--- config.mk ---
export PLATFORM = sky130hd
export DESIGN_NAME = scalar_mult_seq
export DESIGN_NICKNAME = d
export VERILOG_FILES = /design/src/rtl/scalar_mult_seq.sv
export SDC_FILE = /design/constraint.sdc
export NUM_CORES = 2
export LEC_CHECK = 0
export BUFFER_PORTS_ARGS = -buffer_cell sky130_fd_sc_hd__buf_2
export CELL_PAD_IN_SITES_DETAIL_PLACEMENT = 1
export CELL_PAD_IN_SITES_GLOBAL_PLACEMENT = 1
export CORE_MARGIN = 5
export CORE_UTILIZATION = 44
export DETAILED_ROUTE_END_ITERATION = 8
export GPL_TIMING_DRIVEN = 0
export PLACE_DENSITY = 0.81
export SYNTH_ARGS = -nofsm -noshare
export SYNTH_HDL_FRONTEND = slang
export SYNTH_HIERARCHICAL = 1
export SYNTH_SLANG_ARGS = --single-unit
export TNS_END_PERCENT = 1
--- constraint.sdc ---
create_clock -name clk -period 11 [get_ports clk]
set_input_delay 1.1 -clock clk [delete_from_list [all_inputs] [get_ports clk]]
set_output_delay 1.1 -clock clk [all_outputs]
set_load 0.05 [all_outputs]
--- src/rtl/scalar_mult_seq.sv ---
// Time-multiplexed vector-by-scalar fixed-point multiplier: one shared pipelined
// multiplier is sequenced over up to NUM_ELEM elements with a start/busy/done handshake.
`ifndef MAX_NEURONS
`define MAX_NEURONS 8
`endif

module scalar_mult_lane #(
  parameter int WIDTH = 32
) (
  input  logic             clk,
  input  logic             rst_n,
  input  logic             clr,
  input  logic             we,
  input  logic [WIDTH-1:0] d,
  output logic [WIDTH-1:0] q
);
  always_ff @(posedge clk or negedge rst_n) begin
    if (!rst_n)   q <= '0;
    else if (clr) q <= '0;
    else if (we)  q <= d;
  end
endmodule

module scalar_mult_seq #(
  parameter int NUM_ELEM = `MAX_NEURONS,
  parameter int WIDTH    = 32,
  parameter int FRAC     = 16,
  parameter int LEN_W    = $clog2(NUM_ELEM+1)
) (
  input  logic                           clk,
  input  logic                           rst_n,
  input  logic                           start,
  input  logic [LEN_W-1:0]               len,
  input  logic [NUM_ELEM-1:0][WIDTH-1:0] vec_in,
  input  logic [WIDTH-1:0]               scalar,
  output logic [NUM_ELEM-1:0][WIDTH-1:0] out_vec,
  output logic                           busy,
  output logic                           done,
  output logic                           ovf
);
  localparam int IDX_W = (NUM_ELEM > 1) ? $clog2(NUM_ELEM) : 1;
  localparam int PW    = 2*WIDTH;

  typedef enum logic [1:0] {IDLE, RUN, DRAIN, DONE} state_t;

  state_t                         state;
  logic [NUM_ELEM-1:0][WIDTH-1:0] vec_q;
  logic [WIDTH-1:0]               scal_q;
  logic [LEN_W-1:0]               len_q, len_clamp;
  logic [IDX_W-1:0]               idx, tag;
  logic                           pv;
  logic signed [PW-1:0]           prod, a_ext, b_ext, shifted;
  logic                           sat;
  logic [WIDTH-1:0]               wb_data;
  logic                           clr;

  assign len_clamp = (len > LEN_W'(NUM_ELEM)) ? LEN_W'(NUM_ELEM) : len;
  assign clr       = (state == IDLE) && start;

  assign a_ext = {{WIDTH{vec_q[idx][WIDTH-1]}}, vec_q[idx]};
  assign b_ext = {{WIDTH{scal_q[WIDTH-1]}}, scal_q};

  // Floor shift, then saturate whenever the upper bits are not a pure sign extension.
  assign shifted = prod >>> FRAC;
  assign sat     = (|shifted[PW-1:WIDTH-1]) & ~(&shifted[PW-1:WIDTH-1]);
  assign wb_data = sat ? (shifted[PW-1] ? {1'b1, {(WIDTH-1){1'b0}}}
                                        : {1'b0, {(WIDTH-1){1'b1}}})
                       : shifted[WIDTH-1:0];

  always_ff @(posedge clk or negedge rst_n) begin
    if (!rst_n) begin
      state  <= IDLE;
      busy   <= 1'b0;
      done   <= 1'b0;
      ovf    <= 1'b0;
      idx    <= '0;
      tag    <= '0;
      pv     <= 1'b0;
      prod   <= '0;
      vec_q  <= '0;
      scal_q <= '0;
      len_q  <= '0;
    end else begin
      done <= 1'b0;
      pv   <= 1'b0;
      if (pv) ovf <= ovf | sat;
      case (state)
        IDLE: if (start) begin
          vec_q  <= vec_in;
          scal_q <= scalar;
          len_q  <= len_clamp;
          idx    <= '0;
          ovf    <= 1'b0;
          busy   <= 1'b1;
          if (len_clamp == '0) begin
            state <= DONE;
            done  <= 1'b1;
          end else begin
            state <= RUN;
          end
        end
        RUN: begin
          prod <= a_ext * b_ext;
          tag  <= idx;
          pv   <= 1'b1;
          idx  <= idx + IDX_W'(1);
          if (LEN_W'(idx) == len_q - LEN_W'(1)) state <= DRAIN;
        end
        DRAIN: begin
          state <= DONE;
          done  <= 1'b1;
        end
        DONE: begin
          state <= IDLE;
          busy  <= 1'b0;
        end
        default: state <= IDLE;
      endcase
    end
  end

  for (genvar i = 0; i < NUM_ELEM; i++) begin : g_lane
    scalar_mult_lane #(.WIDTH(WIDTH)) u_lane (
      .clk   (clk),
      .rst_n (rst_n),
      .clr   (clr),
      .we    (pv && (tag == IDX_W'(i))),
      .d     (wb_data),
      .q     (out_vec[i])
    );
  end
endmodule

==> results.ini <==
[flow_run]
maxCapViolations=0

[yosys]
synth_compound_area_frac=0.0263
postSynthCellCount=6226
netlist_top_cells_count=nand2_1 (1402), fa_1 (1081), inv_1 (960), dfrtp_1 (608), and2_1 (494)
ys_seq_area_frac=0.246
syn_area_per_cell_um2=9.94
ys_types=70
yosysWarningCount=6
yosysTopAreaCell=fa_1
synth_area_um2=61900
yosysMostFrequentCell=nand2_1
muxShareOfSynthArea=0.0783
synth_top_family_by_area=adder cells
synth_fp_nets=7788
yosys_register_bits=608
synth_xor_area_frac=0.00934
synth_edf_count=0
synthArstFlopShare=1.00
synth_fa_ha_area_frac=0.387
synth_ff_type=dfrtp_1
yosys-top-cells-area=fa_1 (35%), dfrtp_1 (25%), nand2_1 (8.5%)
yosys.area_share.simple=0.165
synth_top_cell_area_share=0.350

[cells_and_area]
fin_util=0.499
fillerInstances=15887
area_growth_pct=12.7
nNetsFinal=8425
drive_gt1_frac=0.135

[timing]
max-slew-margin-rel=0.0781
fin_crit_sh=0.986
min_period_ns=10.85
fin_skew_ns=0.0421
fmax_ghz=0.0922
rsz0062_at_grt=false
setup_viol=0
finalHoldViolCount=0
worst_pin_slew_ns=1.38
slew_viol_final=0

[route]
via_per_inst=5.67
totalWireLength_mm=249
route.detailed.drc=0
wl_per_cell_um=28.2
drtPass1Iterations=7
num_vias=49977
drt_iter0_markers=4344
antenna_left=0

[clock_network]
cts_made_buffers=69
clk_latency_ns=0.69
clockBufferDepth=3
cts_hold_buf=0
cts_tree=done
cts-root-buf=clkbuf_16
path_clk_slew_ns=0.06
numClockSinks=608
h-tree-depth=3

[critical_path]
cpMostUsedCell=fa_1
max_stage_delay_ns=0.56
r2r-start=idx[1]$_DFFE_PN0P_
cpMaxStageDelayCell=fa_1
required_ns=11.55
crit_start=idx[1]$_DFFE_PN0P_
path_class=reg2reg
cp-end-kind=register
start_kind=register
arrival_ns=11.40
critPathMaxFanout=10

[global_routing]
grt_pass1_vias=56823
grt_pass1_wl_mm=366
gr-total-overflow=0
grt_max_degree=121
antenna_found_initial=53
grtUsageTotal=0.339

[floorplanning]
core_um2=140000
start_util=0.443
die-area_um2=148000
die_h_um=385
io_pins=554
die_w_um=385
rows=137

[placed_design]
hpwlAfterDp_mm=203
portBuffers=553
gp_congestion=1.04

[status]
status=complete, no violations

[worst_hold_path]
hold_path_class=in2async

## cell usage in the layout (no fill, tap or decap), types with 6 or more instances in the layout
cell        netlist  routed
a21o_1           64      64
a21oi_1          67      66
and2_1          494     494
and3_1           25      25
buf_12           24      25
buf_16            0       6
buf_2             1     562
buf_4             0       9
buf_6             8      13
clkbuf_1        315     279
clkbuf_16         0      70
clkbuf_2          0      38
clkbuf_8          0      14
clkinv_2          0       9
clkinvlp_4        0       6
dfrtp_1         608     608
diode_2           0      31
fa_1           1081    1077
ha_1            186     186
inv_1           960     956
mux2_2           74      74
mux2i_1         261     261
mux4_2           62      62
nand2_1        1402    1402
nand2b_1         11      11
nand3_1          14      14
nand4_1          18      18
nor2_1          326     326
nor3_1            8       8
o21ai_0          43      42
o21bai_1          7       7
or2_2             6       6
xnor2_1          47      47
xor2_1           19      19
## repair_timing
action / in CTS / in global routing
endpoints found under the setup margin: 32 / 15
buffers inserted: 6 / 0
hold endpoints to repair: 0 / 0
pin swaps: 1 / 0
gates resized for setup: 72 / 96
## final timing paths
kind	endpoint	slack, ns	cells after the start
min in group clk	vec_q[213]$_DFFE_PN0P_	0.47	2
worst max-delay path	prod[55]$_DFFE_PN0P_	0.15	31
max in group asynchronous	g_lane[6].u_lane/q[4]$_DFFE_PN0P_	9.19	3
worst min-delay path	vec_q[82]$_DFFE_PN0P_	0.27	1
worst min register to register	vec_q[213]$_DFFE_PN0P_	0.47	2
worst max register to register	prod[55]$_DFFE_PN0P_	0.15	31
## layer usage
metal / track usage / up-vias / wire (um)
met5: 0 / - / 170
met4: 0.237 / 10 / 21500
met3: 0.0693 / 885 / 20900
met2: 0.546 / 2587 / 117000
met1: 0.410 / 26507 / 89700
li1: - / 19988 / -
## state kept, by name, summed over array words and instances (netlist names)
name             cells
state                2
busy                 1
done                 1
ovf                  1
idx                  3
vec_q              256
scal_q              32
tag                  3
g_lane.u_lane/q    256
prod                48
len_q                4
pv                   1
## through the flow
step                hold slack, ns   TNS, ns  cells  cell area, um2  setup WS [ns]
floorplan                    0.440         0   6226           61900          0.797
CTS                          0.250         0   8789           69600         0.0248
global placement             0.455  -2534.62   8655           67000          -4.48
detailed placement           0.458    -33.39   8662           67200          -2.01
global route                 0.278         0   8810           69700         0.0238
finish                       0.274         0   8820           69700          0.151
## worst max-delay path, delay by kind of cell (launching register included)
kind	cells	cell delay [ns]
AND/OR/NAND/NOR	3	1.02
AO/OA/AOI/OAI	6	2.04
flip-flops	1	0.49
multiplexers	3	1.04
XOR/XNOR	1	0.13
buffers and inverters	9	1.95
adder cells (fa/ha/maj)	9	4.00
## logic make-up (layout without fill, tap and decap cells)
group                      Yosys count  in the layout
and+or+nand+nor                   2328           2328
DFF                                608            608
buffers and inverters             1318           2005
adders and majority gates         1267           1267
muxes                              397            397
xor gates and xnor gates            66             66
other                                0             31
AOI/OAI and AO/OA                  242            242
## cell type report
class	instances	area, um2	area share
buffer	357	1920	0.0275
tap	1876	2350	0.0337
clock inverter	22	246	0.00353
antenna	31	77.6	0.00111
sequential	608	15200	0.218
multi-input combinational	4300	41300	0.592
timing repair buffer	566	3010	0.0431
clock buffer	99	2000	0.0287
inverter	961	3610	0.0518
Power is not shown: default switching activity piles up to over one toggle a cycle in this logic, so the estimate is an artifact.
